### src/rtl/spi_txn_controller_if.sv
// Bus bundle between the SPI transaction controller and its surroundings.
// The slave view belongs to the controller. The master view belongs to
// whatever drives chip select and edge pulses and reads back the strobes.
interface spi_txn_controller_if;
  // Conditioned SPI inputs and the shift register's parallel output
  logic       cs_n;
  logic       sclk_posedge;
  logic       fault_hold;
  logic [7:0] sr_data;

  // Datapath strobes
  logic       addr_we;
  logic       sr_load;
  logic       dm_we;
  logic       miso_en;

  // Status and debug
  logic       busy;
  logic       txn_is_read;
  logic       txn_done;
  logic       txn_abort;
  logic [3:0] state_out;

  modport slave (
    input  cs_n,
    input  sclk_posedge,
    input  fault_hold,
    input  sr_data,
    output addr_we,
    output sr_load,
    output dm_we,
    output miso_en,
    output busy,
    output txn_is_read,
    output txn_done,
    output txn_abort,
    output state_out
  );

  modport master (
    output cs_n,
    output sclk_posedge,
    output fault_hold,
    output sr_data,
    input  addr_we,
    input  sr_load,
    input  dm_we,
    input  miso_en,
    input  busy,
    input  txn_is_read,
    input  txn_done,
    input  txn_abort,
    input  state_out
  );
endinterface

### src/rtl/spi_txn_controller.sv
// SPI memory transaction sequencer.
// It counts qualified SCLK rising-edge pulses while chip select is low.
// After 8 edges it decodes the command byte: bit 0 is R/W and bits 7:1 are
// the address. It then runs either a read flow (address latch, wait for
// memory, parallel load, shift out) or a write flow (address latch, shift
// in, commit). Chip select going high mid-frame aborts the transaction
// cleanly. Once a write commit has started, it always completes.
module spi_txn_controller #(
  parameter int CNT_BITS       = 4,
  parameter int RD_WAIT_CYCLES = 2
) (
  input  logic                 clk,
  input  logic                 rst_n,
  spi_txn_controller_if.slave  bus
);

  // State encodings are fixed because state_out drives LEDs and debug tools
  localparam logic [3:0] S_IDLE      = 4'd0;
  localparam logic [3:0] S_CMD       = 4'd1;
  localparam logic [3:0] S_LATCH     = 4'd2;
  localparam logic [3:0] S_RD_WAIT   = 4'd3;
  localparam logic [3:0] S_RD_LOAD   = 4'd4;
  localparam logic [3:0] S_RD_SHIFT  = 4'd5;
  localparam logic [3:0] S_WR_SHIFT  = 4'd6;
  localparam logic [3:0] S_WR_COMMIT = 4'd7;
  localparam logic [3:0] S_DONE      = 4'd8;

  // The wait counter only has to reach RD_WAIT_CYCLES-1
  localparam int WAIT_BITS = (RD_WAIT_CYCLES > 1) ? $clog2(RD_WAIT_CYCLES) : 1;
  localparam logic [WAIT_BITS-1:0] WAIT_LAST = WAIT_BITS'(RD_WAIT_CYCLES - 1);

  // The bit counter idles at 0 and saturates at 8 at the end of a data byte
  localparam logic [CNT_BITS-1:0] CNT_LAST = CNT_BITS'(7);
  localparam logic [CNT_BITS-1:0] CNT_FULL = CNT_BITS'(8);
  localparam logic [CNT_BITS-1:0] CNT_ZERO = '0;

  logic [3:0]           state_reg;
  logic [3:0]           state_next;
  logic [CNT_BITS-1:0]  bit_cnt_reg;
  logic [CNT_BITS-1:0]  bit_cnt_next;
  logic [WAIT_BITS-1:0] wait_cnt_reg;
  logic [WAIT_BITS-1:0] wait_cnt_next;
  logic                 is_read_reg;
  logic                 is_read_next;
  logic                 done_reg;
  logic                 done_next;
  logic                 abort_reg;
  logic                 abort_next;

  // Only the R/W flag matters here; the address bits go straight to the latch
  logic unused_addr_bits;
  assign unused_addr_bits = ^bus.sr_data[7:1];

  // An SCLK edge counts only while selected and not frozen by fault injection.
  // Because of this, a coincident chip-select release always beats the edge.
  logic edge_ok;
  assign edge_ok = bus.sclk_posedge & ~bus.fault_hold & ~bus.cs_n;

  // Next-state, counter, capture and pulse logic
  always_comb begin
    state_next    = state_reg;
    bit_cnt_next  = bit_cnt_reg;
    wait_cnt_next = wait_cnt_reg;
    is_read_next  = is_read_reg;
    abort_next    = 1'b0;

    case (state_reg)
      S_IDLE: begin
        bit_cnt_next  = CNT_ZERO;
        wait_cnt_next = '0;
        if (!bus.cs_n) begin
          state_next = S_CMD;
        end
      end

      S_CMD: begin
        if (bus.cs_n) begin
          state_next   = S_IDLE;
          abort_next   = 1'b1;
          bit_cnt_next = CNT_ZERO;
        end else if (edge_ok) begin
          if (bit_cnt_reg == CNT_LAST) begin
            // The command byte is complete. Restart the count for the data byte.
            state_next   = S_LATCH;
            bit_cnt_next = CNT_ZERO;
          end else begin
            bit_cnt_next = bit_cnt_reg + CNT_BITS'(1);
          end
        end
      end

      S_LATCH: begin
        if (bus.cs_n) begin
          state_next   = S_IDLE;
          abort_next   = 1'b1;
          bit_cnt_next = CNT_ZERO;
        end else begin
          is_read_next = bus.sr_data[0];
          if (bus.sr_data[0]) begin
            state_next    = S_RD_WAIT;
            wait_cnt_next = '0;
          end else begin
            state_next = S_WR_SHIFT;
          end
        end
      end

      S_RD_WAIT: begin
        // Give the address latch and the memory read register time to settle
        if (bus.cs_n) begin
          state_next    = S_IDLE;
          abort_next    = 1'b1;
          bit_cnt_next  = CNT_ZERO;
          wait_cnt_next = '0;
        end else if (wait_cnt_reg == WAIT_LAST) begin
          state_next    = S_RD_LOAD;
          wait_cnt_next = '0;
        end else begin
          wait_cnt_next = wait_cnt_reg + WAIT_BITS'(1);
        end
      end

      S_RD_LOAD: begin
        if (bus.cs_n) begin
          state_next   = S_IDLE;
          abort_next   = 1'b1;
          bit_cnt_next = CNT_ZERO;
        end else begin
          state_next = S_RD_SHIFT;
        end
      end

      S_RD_SHIFT, S_WR_SHIFT: begin
        if (bus.cs_n) begin
          state_next   = S_IDLE;
          abort_next   = 1'b1;
          bit_cnt_next = CNT_ZERO;
        end else if (edge_ok) begin
          if (bit_cnt_reg == CNT_LAST) begin
            // The data byte is complete. The count stays at 8 until IDLE.
            bit_cnt_next = CNT_FULL;
            state_next   = (state_reg == S_RD_SHIFT) ? S_DONE : S_WR_COMMIT;
          end else begin
            bit_cnt_next = bit_cnt_reg + CNT_BITS'(1);
          end
        end
      end

      S_WR_COMMIT: begin
        // A commit in progress finishes even if chip select has just gone high
        state_next = S_DONE;
      end

      S_DONE: begin
        // Ignore further edges and wait for the host to release chip select
        if (bus.cs_n) begin
          state_next = S_IDLE;
        end
      end

      default: begin
        state_next   = S_IDLE;
        bit_cnt_next = CNT_ZERO;
      end
    endcase

    done_next = (state_next == S_DONE) && (state_reg != S_DONE);
  end

  // State and counter registers with asynchronous clear
  always_ff @(posedge clk or negedge rst_n) begin
    if (!rst_n) begin
      state_reg    <= S_IDLE;
      bit_cnt_reg  <= CNT_ZERO;
      wait_cnt_reg <= '0;
      is_read_reg  <= 1'b0;
      done_reg     <= 1'b0;
      abort_reg    <= 1'b0;
    end else begin
      state_reg    <= state_next;
      bit_cnt_reg  <= bit_cnt_next;
      wait_cnt_reg <= wait_cnt_next;
      is_read_reg  <= is_read_next;
      done_reg     <= done_next;
      abort_reg    <= abort_next;
    end
  end

  // Moore decodes of the registered state, so strobes are glitch-free
  assign bus.addr_we     = (state_reg == S_LATCH);
  assign bus.sr_load     = (state_reg == S_RD_LOAD);
  assign bus.dm_we       = (state_reg == S_WR_COMMIT);
  assign bus.miso_en     = (state_reg == S_RD_LOAD) || (state_reg == S_RD_SHIFT);
  assign bus.busy        = (state_reg != S_IDLE);
  assign bus.txn_is_read = is_read_reg;
  assign bus.txn_done    = done_reg;
  assign bus.txn_abort   = abort_reg;
  assign bus.state_out   = state_reg;

endmodule

### src/flat_wrapper.sv
// flat-port wrapper written by rule: the top's interface ports become plain ports
module spi_txn_controller_flat 
#(
  parameter int CNT_BITS       = 4,
  parameter int RD_WAIT_CYCLES = 2
)
  (clk, rst_n, bus_cs_n, bus_sclk_posedge, bus_fault_hold, bus_sr_data, bus_addr_we, bus_sr_load, bus_dm_we, bus_miso_en, bus_busy, bus_txn_is_read, bus_txn_done, bus_txn_abort, bus_state_out);
  spi_txn_controller_if bus_i ();
  input  logic clk;
  input  logic rst_n;
  input wire logic [$bits(bus_i.cs_n)-1:0] bus_cs_n;
  input wire logic [$bits(bus_i.sclk_posedge)-1:0] bus_sclk_posedge;
  input wire logic [$bits(bus_i.fault_hold)-1:0] bus_fault_hold;
  input wire logic [$bits(bus_i.sr_data)-1:0] bus_sr_data;
  output wire logic [$bits(bus_i.addr_we)-1:0] bus_addr_we;
  output wire logic [$bits(bus_i.sr_load)-1:0] bus_sr_load;
  output wire logic [$bits(bus_i.dm_we)-1:0] bus_dm_we;
  output wire logic [$bits(bus_i.miso_en)-1:0] bus_miso_en;
  output wire logic [$bits(bus_i.busy)-1:0] bus_busy;
  output wire logic [$bits(bus_i.txn_is_read)-1:0] bus_txn_is_read;
  output wire logic [$bits(bus_i.txn_done)-1:0] bus_txn_done;
  output wire logic [$bits(bus_i.txn_abort)-1:0] bus_txn_abort;
  output wire logic [$bits(bus_i.state_out)-1:0] bus_state_out;
  assign bus_i.cs_n = bus_cs_n;
  assign bus_i.sclk_posedge = bus_sclk_posedge;
  assign bus_i.fault_hold = bus_fault_hold;
  assign bus_i.sr_data = bus_sr_data;
  assign bus_addr_we = bus_i.addr_we;
  assign bus_sr_load = bus_i.sr_load;
  assign bus_dm_we = bus_i.dm_we;
  assign bus_miso_en = bus_i.miso_en;
  assign bus_busy = bus_i.busy;
  assign bus_txn_is_read = bus_i.txn_is_read;
  assign bus_txn_done = bus_i.txn_done;
  assign bus_txn_abort = bus_i.txn_abort;
  assign bus_state_out = bus_i.state_out;
  spi_txn_controller #(.CNT_BITS(CNT_BITS), .RD_WAIT_CYCLES(RD_WAIT_CYCLES)) u_core (.clk(clk), .rst_n(rst_n), .bus(bus_i));
endmodule
### config.mk
export PLATFORM = sky130hd
export DESIGN_NAME = spi_txn_controller_flat
export DESIGN_NICKNAME = d
export VERILOG_FILES = /design/src/rtl/spi_txn_controller_if.sv /design/src/rtl/spi_txn_controller.sv /design/src/flat_wrapper.sv
export SDC_FILE = /design/constraint.sdc
export NUM_CORES = 1
export LEC_CHECK = 0
export CORE_UTILIZATION = 48
export CTS_CLUSTER_DIAMETER = 50
export DETAILED_ROUTE_END_ITERATION = 8
export GPL_ROUTABILITY_DRIVEN = 0
export PLACE_DENSITY = 0.9
export SLEW_MARGIN = 30
export SYNTH_ARGS = -nofsm -noshare
export SYNTH_HDL_FRONTEND = slang
export SYNTH_SLANG_ARGS = --single-unit
### constraint.sdc
create_clock -name clk -period 3.2 [get_ports clk]
set_input_delay 0.96 -clock clk [delete_from_list [all_inputs] [get_ports clk]]
set_output_delay 0.96 -clock clk [all_outputs]
set_load 0.01 [all_outputs]
Yosys cells after proc, flatten, opt, wreduce, memory -nomap -nowiden. Index checks and enable logic that the tools add are counted.

Mux-type cells: 30. Reduce and logical (&&, ||, !) cells: 12. Equality and inequality tests: 16. $add $sub $neg: 2. Bitwise logic cells: 5.

Operators with widths (count): 4-bit 2-to-1 mux (19); 4-bit case mux with 8 select lines (1); 4-bit by 3-bit equality test with 1-bit output, second input constant (5); 4-bit case mux with 4 select lines (1); 4-bit by 2-bit equality test with 1-bit output, second input constant (2); 4-bit equality test, second input constant (2); 1-bit 2-to-1 mux (6); 3-bit 2-to-1 mux (2); 3-bit by 2-bit inequality test with 1-bit output, second input constant (2); 6-bit OR reduction (1); 4-bit by 1-bit adder with 4-bit output, second input constant (1); 4-bit by 1-bit equality test with 1-bit output, second input constant (1); 4-bit zero test (1); 2-bit inequality test, second input constant (2); 4-bit inequality test, second input constant (1); 4-bit AND reduction (1); 4-bit nonzero test (1); 2-bit OR reduction (2); 1-bit inverter (3); 1-bit case mux with 3 select lines (1); 3-bit AND reduction (1); 3-bit nonzero test (1); 3-bit OR reduction (1); 1-bit bitwise AND (2); 5 further kinds (5).

Bits of input ports: 13. Register bits after elaboration: 12. Word-level logic and storage cells: 71. Output and inout port bits: 12.

Longest topological paths before layout. Gate-level depths: netlist (run 1).

Depth after elaboration: 8. Gate-level depth with buffers: 6.

Least setup slack after synthesis (run 1). Ideal clock, no wire load.

Path kind: reg2out. From: reg u_core.state_reg[1], in the netlist u_core.bus.state_out[1]. To: out bus_sr_load. Required time: 2.240 ns. Stages on the path, launching flop included: 4. Data arrival time: 1.126 ns. Slack: 1.114 ns. Cell sequence: dfrtp_1 > buf_2 > clkbuf_1 > nor3_1.

Longest elaborated chain between the ends: 1.

Ends and longest elaborated chain: from (decl) (RTL line spi_txn_controller.sv:37) `logic [3:0] state_reg;`; from (signal assigned) (RTL line spi_txn_controller.sv:180) `state_reg <= state_next;`; 4-bit by 3-bit equality test with 1-bit output (RTL line spi_txn_controller.sv:191) `assign bus.sr_load = (state_reg == S_RD_LOAD);`; to (decl) (RTL line flat_wrapper.sv:16) `output wire logic [$bits(bus_i.sr_load)-1:0] bus_sr_load;`.

Every way passes these cells.

Final worst setup path (run 1).
From: reg u_core.state_reg[3], in the netlist u_core.bus.state_out[3]. To: out bus_sr_load.

The elaborated chain is that of the path after synthesis.

==> run_results.csv, run 1 <==
group,metric,value,unit
sta,max_slew_margin,0.596,
route,remaining_drc_errors,0,
die,fp.dieH,43.0,um
logic_synthesis,synth_largest_area_cell,"dfrtp_1",
clock_network,cts-resized-gates,0,
cells_and_area,drive_gt1_frac,0.110,
grt,met1_usage,0.263,
sta,layout_min_cycle_time,2.73,ns
cells_and_area,final_area,0.00101,mm^2
run_status,status,"finished, final reports clean",
route,drtAntennaViolNets,0,
pwr,p_leak,0.439,nW
logic_synthesis,synth_compound_area_frac,0.228,
place,place.port_buffers,17,
critical_path,end_kind,"output pin",
sta,clock.fmax,367,MHz
route,route.vias.total,752,
grt,grt_pass1_vias,668,
die,ios,25,
logic_synthesis,synth_xor_xnor_area_share,0.0109,
route,drt_first_pass_iters,4,
sta,final-setup-viol-count,0,
clock_network,cts_max_level,1,
pwr,p_seq_frac,0.538,
grt,grt_max_degree,15,
clock_network,numCtsBuffers,3,
grt,grt_usage,0.222,
sta,worst_pin_slew,0.604,ns
die,core_area,0.00154,mm^2
route,drt-initial-drc-count,11,
logic_synthesis,yosys_most_used_dff,"dfrtp_1",
place,placed_area,990,um^2
logic_synthesis,synth_fa_ha_area_frac,0.0155,
sta,finalCritPeriodShare,0.852,
clock_network,clkSinkCount,12,
pwr,p_sw_frac,0.260,
route,vias_per_cell,6.02,
logic_synthesis,synthesis.instances,91,
grt,met3_usage,0.0383,
logic_synthesis,synth_top_family_by_area,"simple AND/OR/NAND/NOR gates",
clock_network,clk_latency,0.28,ns
sta,rsz0062_at_grt,"false",
clock_network,clockBufferDepth,2,
clock_network,root_buffer,"clkbuf_4",
clock_network,clk_pin_slew,0.07,ns
logic_synthesis,ys_warn_count,0,
pwr,power_switching,0.0768,mW
critical_path,start_kind,"flop",
logic_synthesis,synth_edf_count,0,
die,start_util,0.523,
route,wl,1.82,mm
pwr,cell_internal_pwr,0.219,mW
pwr,power_frac_clock,0.325,
logic_synthesis,yosys-top-cells-area,"dfrtp_1, nand3_1, nor2_1",
grt,gr-usage-met2,0.373,
critical_path,worst_ep_arrival_time,1.77,ns
pwr,vdd_ir_drop_max,231,uV
logic_synthesis,ys_seq_area_frac,0.373,
critical_path,crit_type,"flop to output pin",
sta,slew_violations,0,
logic_synthesis,synth_nets,105,
route,wl_per_cell,14.5,um
logic_synthesis,synth_cell_types,41,
sta,final_hold_viol_count,0,
grt,grt_overflow_total,0,
clock_network,tritoncts,"built",
die,num_rows,14,
pwr,power.density,292,mW/mm^2
place,dp_hpwl,1.30,mm
logic_synthesis,synth_top_cell_area_share,0.373,
sta,finClkSkew,0.000217,ns
logic_synthesis,async_flop_share,1.00,
logic_synthesis,netlist_area,806,um^2
logic_synthesis,syn-mean-instance-area,8.85,um^2
cells_and_area,n_antenna_cell,0,
cells_and_area,fill_cells,133,
grt,top_usage_layer,"met2",
logic_synthesis,synth-simple-area-share,0.261,
logic_synthesis,synth_mux_area_frac,0.0388,
cells_and_area,final_nets,125,
cells_and_area,layout_commonest_cell,"clkdlybuf4s50_1",
sta,tns,0,ns
cells_and_area,area_delta_synth_final,25.6,%
cells_and_area,final_cell_mix,"clkdlybuf4s50_1, dfrtp_1, nor2_1, nand3_1, inv_1",
pwr,combPwrFrac,0.137,
critical_path,cp.required,2.24,ns
critical_path,crit_fanout,9,
clock_network,ctsHoldBuffers,0,
worst_hold_path,holdCritPathClass,"flop to flop",
grt,grt_pass1_wl,2.95,mm
flow_run,maxCapViolations,0,
die,dieArea,0.00185,mm^2
die,die_x,43.0,um
grt,antenna_found_initial,0,
clock_network,postCtsSetupBuffers,0,
logic_synthesis,synth.ff_latch_count,12,
-- layer usage --
layer  vias to the layer above  wire [um]  share of wire
met3                         5         61          0.034
met2                        12        908           0.50
li1                        369          -              -
met5                         -          0              0
met1                       366        801           0.44
met4                         0         46          0.025
-- power groups by stage --
stage	logic, mW	clock network (mW)	registers [mW]
floorplan	0.0243	0	0.161
global placement	0.0396	0	0.162
detailed placement	0.0407	0	0.162
CTS	0.0409	0.0981	0.159
global route	0.0454	0.105	0.159
finish	0.0405	0.0960	0.159
-- synth_stat cells (2+ instances only) --
cell type	number
dfrtp_1	12
nand3_1	8
nor2_1	8
inv_1	7
nand2_1	6
nor3_1	4
o21ai_1	3
a21oi_1	2
a22o_1	2
a2bb2oi_1	2
buf_2	2
clkbuf_1	2
mux2i_1	2
nand2b_1	2
nor2b_1	2
o21ai_0	2
-- cells by family after synthesis --
group	count (synthesis)
simple gates	39
buf+inv	13
flops	12
xor+xnor	1
fa+ha+maj	1
compound gates	22
mux	3
-- through the flow --
step                setup slack (ns)  hold WS, ns  utilization  std cells  total power, mW
finish                         0.475        0.509        0.657        125            0.295
detailed placement             0.568        0.497        0.642        122            0.202
floorplan                       1.11        0.517            -         91            0.185
CTS                            0.463        0.518        0.657        125            0.298
global route                   0.351        0.529        0.657        125            0.309
global placement               0.620        0.478        0.642        122            0.201
-- path summary, 6_finish.rpt --
check | startpoint | depth (start not counted) | to | slack (ns)
worst max-delay path | u_core.bus.state_out[3] | 3 | bus_sr_load | 0.47
worst min-delay path | u_core.bus.txn_is_read | 1 | u_core.bus.txn_is_read | 0.51
worst max register to register | u_core.bus.state_out[1] | 5 | u_core.bit_cnt_reg[2] | 1.35
worst min register to register | u_core.bus.txn_is_read | 1 | u_core.bus.txn_is_read | 0.51
max in group asynchronous | rst_n | 1 | u_core.bus.txn_done | 1.79
min in group asynchronous | rst_n | 1 | u_core.bit_cnt_reg[1] | 1.04
-- final cells by class --
class | instances | area (um^2) | area share
clock buffer | 3 | 22.5 | 0.0222
multi-input combinational | 66 | 447 | 0.441
tap | 16 | 20.0 | 0.0198
inverter | 8 | 30.0 | 0.0297
sequential | 12 | 300 | 0.297
timing repair buffer | 20 | 193 | 0.190
-- worst max-delay path: stages, from the launching register on --
cell and delay (ns):
dfrtp_1 0.46, nand2b_1 0.27, nor3_1 0.18, clkdlybuf4s50_1 0.57
Power figures use the tool's default switching activity.
==> run 2, diff against run 1 <==
Settings changed: SLEW_MARGIN 30 to unset.
==> results of run 2 <==
Same layout as run 1: the final DEF is identical, and so are final timing and power.
==> run 3, diff against run 2 <==
Settings changed: ABC_AREA set to 1, CORE_UTILIZATION 48 to 50, PLACE_DENSITY 0.9 to 0.91.
==> run 3 against run 2 <==
Utilization increased by 5.2 points. Sequential cell count did not move. Power up 23%. Die area grew 6.1%. Critical endpoint is now bus_addr_we. Register-to-register slack better by 0.38 ns. Critical path type unchanged.
==> run_results.csv, run 3 <==
group,metric,value,unit
worst_hold_path,hold_end,"u_core.bus.txn_is_read",
logic_synthesis,yosys-top-cells-count,"nand2_1, inv_1, dfrtp_1, nor2_1",
clock_network,clkSinkCount,12,
critical_path,end_kind,"output pin",
cells_and_area,layout_commonest_cell,"nand2_1",
logic_synthesis,yosys-top-cells-area,"dfrtp_1, nand2_1, inv_1",
place,pre_cts_ws,0.686,ns
critical_path,rr_endpoint,"u_core.bit_cnt_reg[0]",
logic_synthesis,netlist_area,893,um^2
sta,fin_ws,0.450,ns
clock_network,cts_max_level,1,
sta,rsz0062_at_grt,"false",
logic_synthesis,syn-mean-instance-area,7.26,um^2
clock_network,cts-resized-gates,0,
critical_path,path_cells,"nor2_2, nand2_1, inv_1, clkdlybuf4s50_1",
die,start_util,0.560,
die,die_x,44.3,um
route,remaining_drc_errors,0,
sta,worst_pin_slew,0.556,ns
cells_and_area,seq_area,300,um^2
logic_synthesis,synth_edf_count,0,
pwr,vdd_ir_drop_max,200,uV
logic_synthesis,synth_largest_area_cell,"dfrtp_1",
place,placed_area,0.00109,mm^2
grt,antenna_found_initial,0,
critical_path,path_buf_inv,2,
clock_network,clockBufferDepth,2,
critical_path,crit_fanout,6,
critical_path,start_kind,"flop",
logic_synthesis,synth_cell_types,24,
die,fp.dieH,44.3,um
logic_synthesis,yosys_most_used_dff,"dfrtp_1",
sta,finalCritPeriodShare,0.859,
die,num_rows,14,
clock_network,tritoncts,"built",
grt,grt_pass1_vias,822,
worst_hold_path,holdCritPathClass,"flop to flop",
sta,final_hold_viol_count,0,
logic_synthesis,synth.ff_latch_count,12,
pwr,power.density,322,mW/mm^2
cells_and_area,drive_gt1_frac,0.236,
cells_and_area,final_area,0.00113,mm^2
clock_network,clk_latency,0.28,ns
grt,top_usage_layer,"met2",
route,drtAntennaViolNets,0,
place,place.port_buffers,17,
logic_synthesis,synth_nets,137,
sta,final-setup-viol-count,0,
logic_synthesis,ys_warn_count,0,
grt,grt_pass1_wl,3.32,mm
grt,met1_usage,0.299,
route,drt_first_pass_iters,4,
critical_path,timing.rr.start,"u_core.bus.state_out[3]",
die,dieArea,0.00196,mm^2
critical_path,crit_type,"flop to output pin",
clock_network,numCtsBuffers,3,
cells_and_area,n_antenna_cell,0,
clock_network,root_buffer,"clkbuf_4",
run_status,status,"finished, final reports clean",
cells_and_area,fill_cells,118,
sta,slew_violations,0,
flow_run,maxCapViolations,0,
grt,grt_usage,0.235,
cells_and_area,final_cell_mix,"nand2_1, clkdlybuf4s50_1, inv_1",
route,drt-initial-drc-count,30,
pwr,power,0.364,mW
grt,gr-usage-met2,0.353,
grt,grt_overflow_total,0,
logic_synthesis,synthesis.instances,123,
clock_network,postCtsSetupBuffers,0,
worst_hold_path,min_from,"u_core.bus.txn_is_read",
sta,clock.fmax,364,MHz
grt,grt_max_degree,13,
cells_and_area,multiInputGateArea,512,um^2
critical_path,reg2reg_depth,8,
cells_and_area,area_delta_synth_final,26.5,%
critical_path,worst_ep_arrival_time,1.79,ns
sta,layout_min_cycle_time,2.75,ns
die,ios,25,
route,vias_per_cell,5.11,
clock_network,ctsHoldBuffers,0,
sta,max_slew_margin,0.628,
logic_synthesis,synth_top_cell_area_share,0.336,
cells_and_area,final_nets,159,
sta,finClkSkew,0.00793,ns
logic_synthesis,async_flop_share,1.00,
logic_synthesis,ys_seq_area_frac,0.336,
place,dp_hpwl,1.50,mm
clock_network,clk_pin_slew,0.08,ns
sta,tns,0,ns
cells_and_area,utilization,0.709,
critical_path,reg2reg_slack,1.73,ns
logic_synthesis,synth.most_common_cell,"nand2_1",
critical_path,path_delay_family,"buffers and inverters",
route,route.vias.total,859,
critical_path,cp_slowest_cell,"clkdlybuf4s50_1",
pwr,p_leak,0.592,nW
critical_path,cpPeakStageDelay,0.56,ns
route,wl_per_cell,11.7,um
critical_path,cp.required,2.24,ns
grt,met3_usage,0.0531,
worst_hold_path,hold_depth,2,
die,core_area,0.00159,mm^2
critical_path,startpoint,"u_core.bus.state_out[3]",
route,wl,1.96,mm
## run 3: stage by stage
| step | hold slack [ns] | cells |
|---|---|---|
| 5_1_grt | 0.516 | 168 |
| 3_5_place_dp | 0.468 | 164 |
| 2_1_floorplan | 0.462 | 123 |
| 3_3_place_gp | 0.454 | 164 |
| 4_1_cts | 0.486 | 168 |
| 6_report | 0.485 | 168 |
## run 3: where the power goes
| part | total (mW) | switching (mW) | internal [mW] |
|---|---|---|---|
| logic | 0.0748 | 0.0429 | 0.0319 |
| clock network | 0.124 | 0.0548 | 0.0692 |
| registers | 0.165 | 0.00695 | 0.158 |
## run 3: cells by family after synthesis
family	share of synthesized area
buf+inv	0.0910
compound gates	0.0966
fa+ha+maj	0.0140
simple gates	0.462
flops	0.336
## run 3: how the worst max path moves through the flow
stage                                    endpoint  slack (ns)  cells past startpoint
final                                 bus_addr_we        0.45                      4
after global placement    u_core.bus.state_out[1]        0.72                      9
after detailed placement  u_core.bus.state_out[1]        0.69                      9
after global routing                  bus_addr_we        0.38                      4
after floorplan                       bus_addr_we        1.36                      3
after CTS                             bus_addr_we        0.47                      4
## run 3: final cells by class
cell class,count,area share
inverters,21,0.0720
well taps,24,0.0266
flip-flops and latches,12,0.266
repair buffers,17,0.151
multi-input cells,90,0.453
clock buffers,4,0.0321
## run 3: worst reg2reg max path, stage by stage, from the launching register on
cell	delay (ns)
dfrtp_1	0.47
nor2_2	0.28
nand2_2	0.13
nor2_4	0.13
nand2_2	0.08
nand2_4	0.10
nor2_4	0.05
nand2_1	0.05
nand2_1	0.05
## run 3: metal layers
| metal | part of all wire | routed length, um | up-vias |
|---|---|---|---|
| met5 | 0 | 0 | - |
| met4 | 0.032 | 62 | 0 |
| met3 | 0.045 | 89 | 8 |
| met2 | 0.47 | 929 | 27 |
| met1 | 0.45 | 877 | 395 |
| li1 | - | - | 429 |
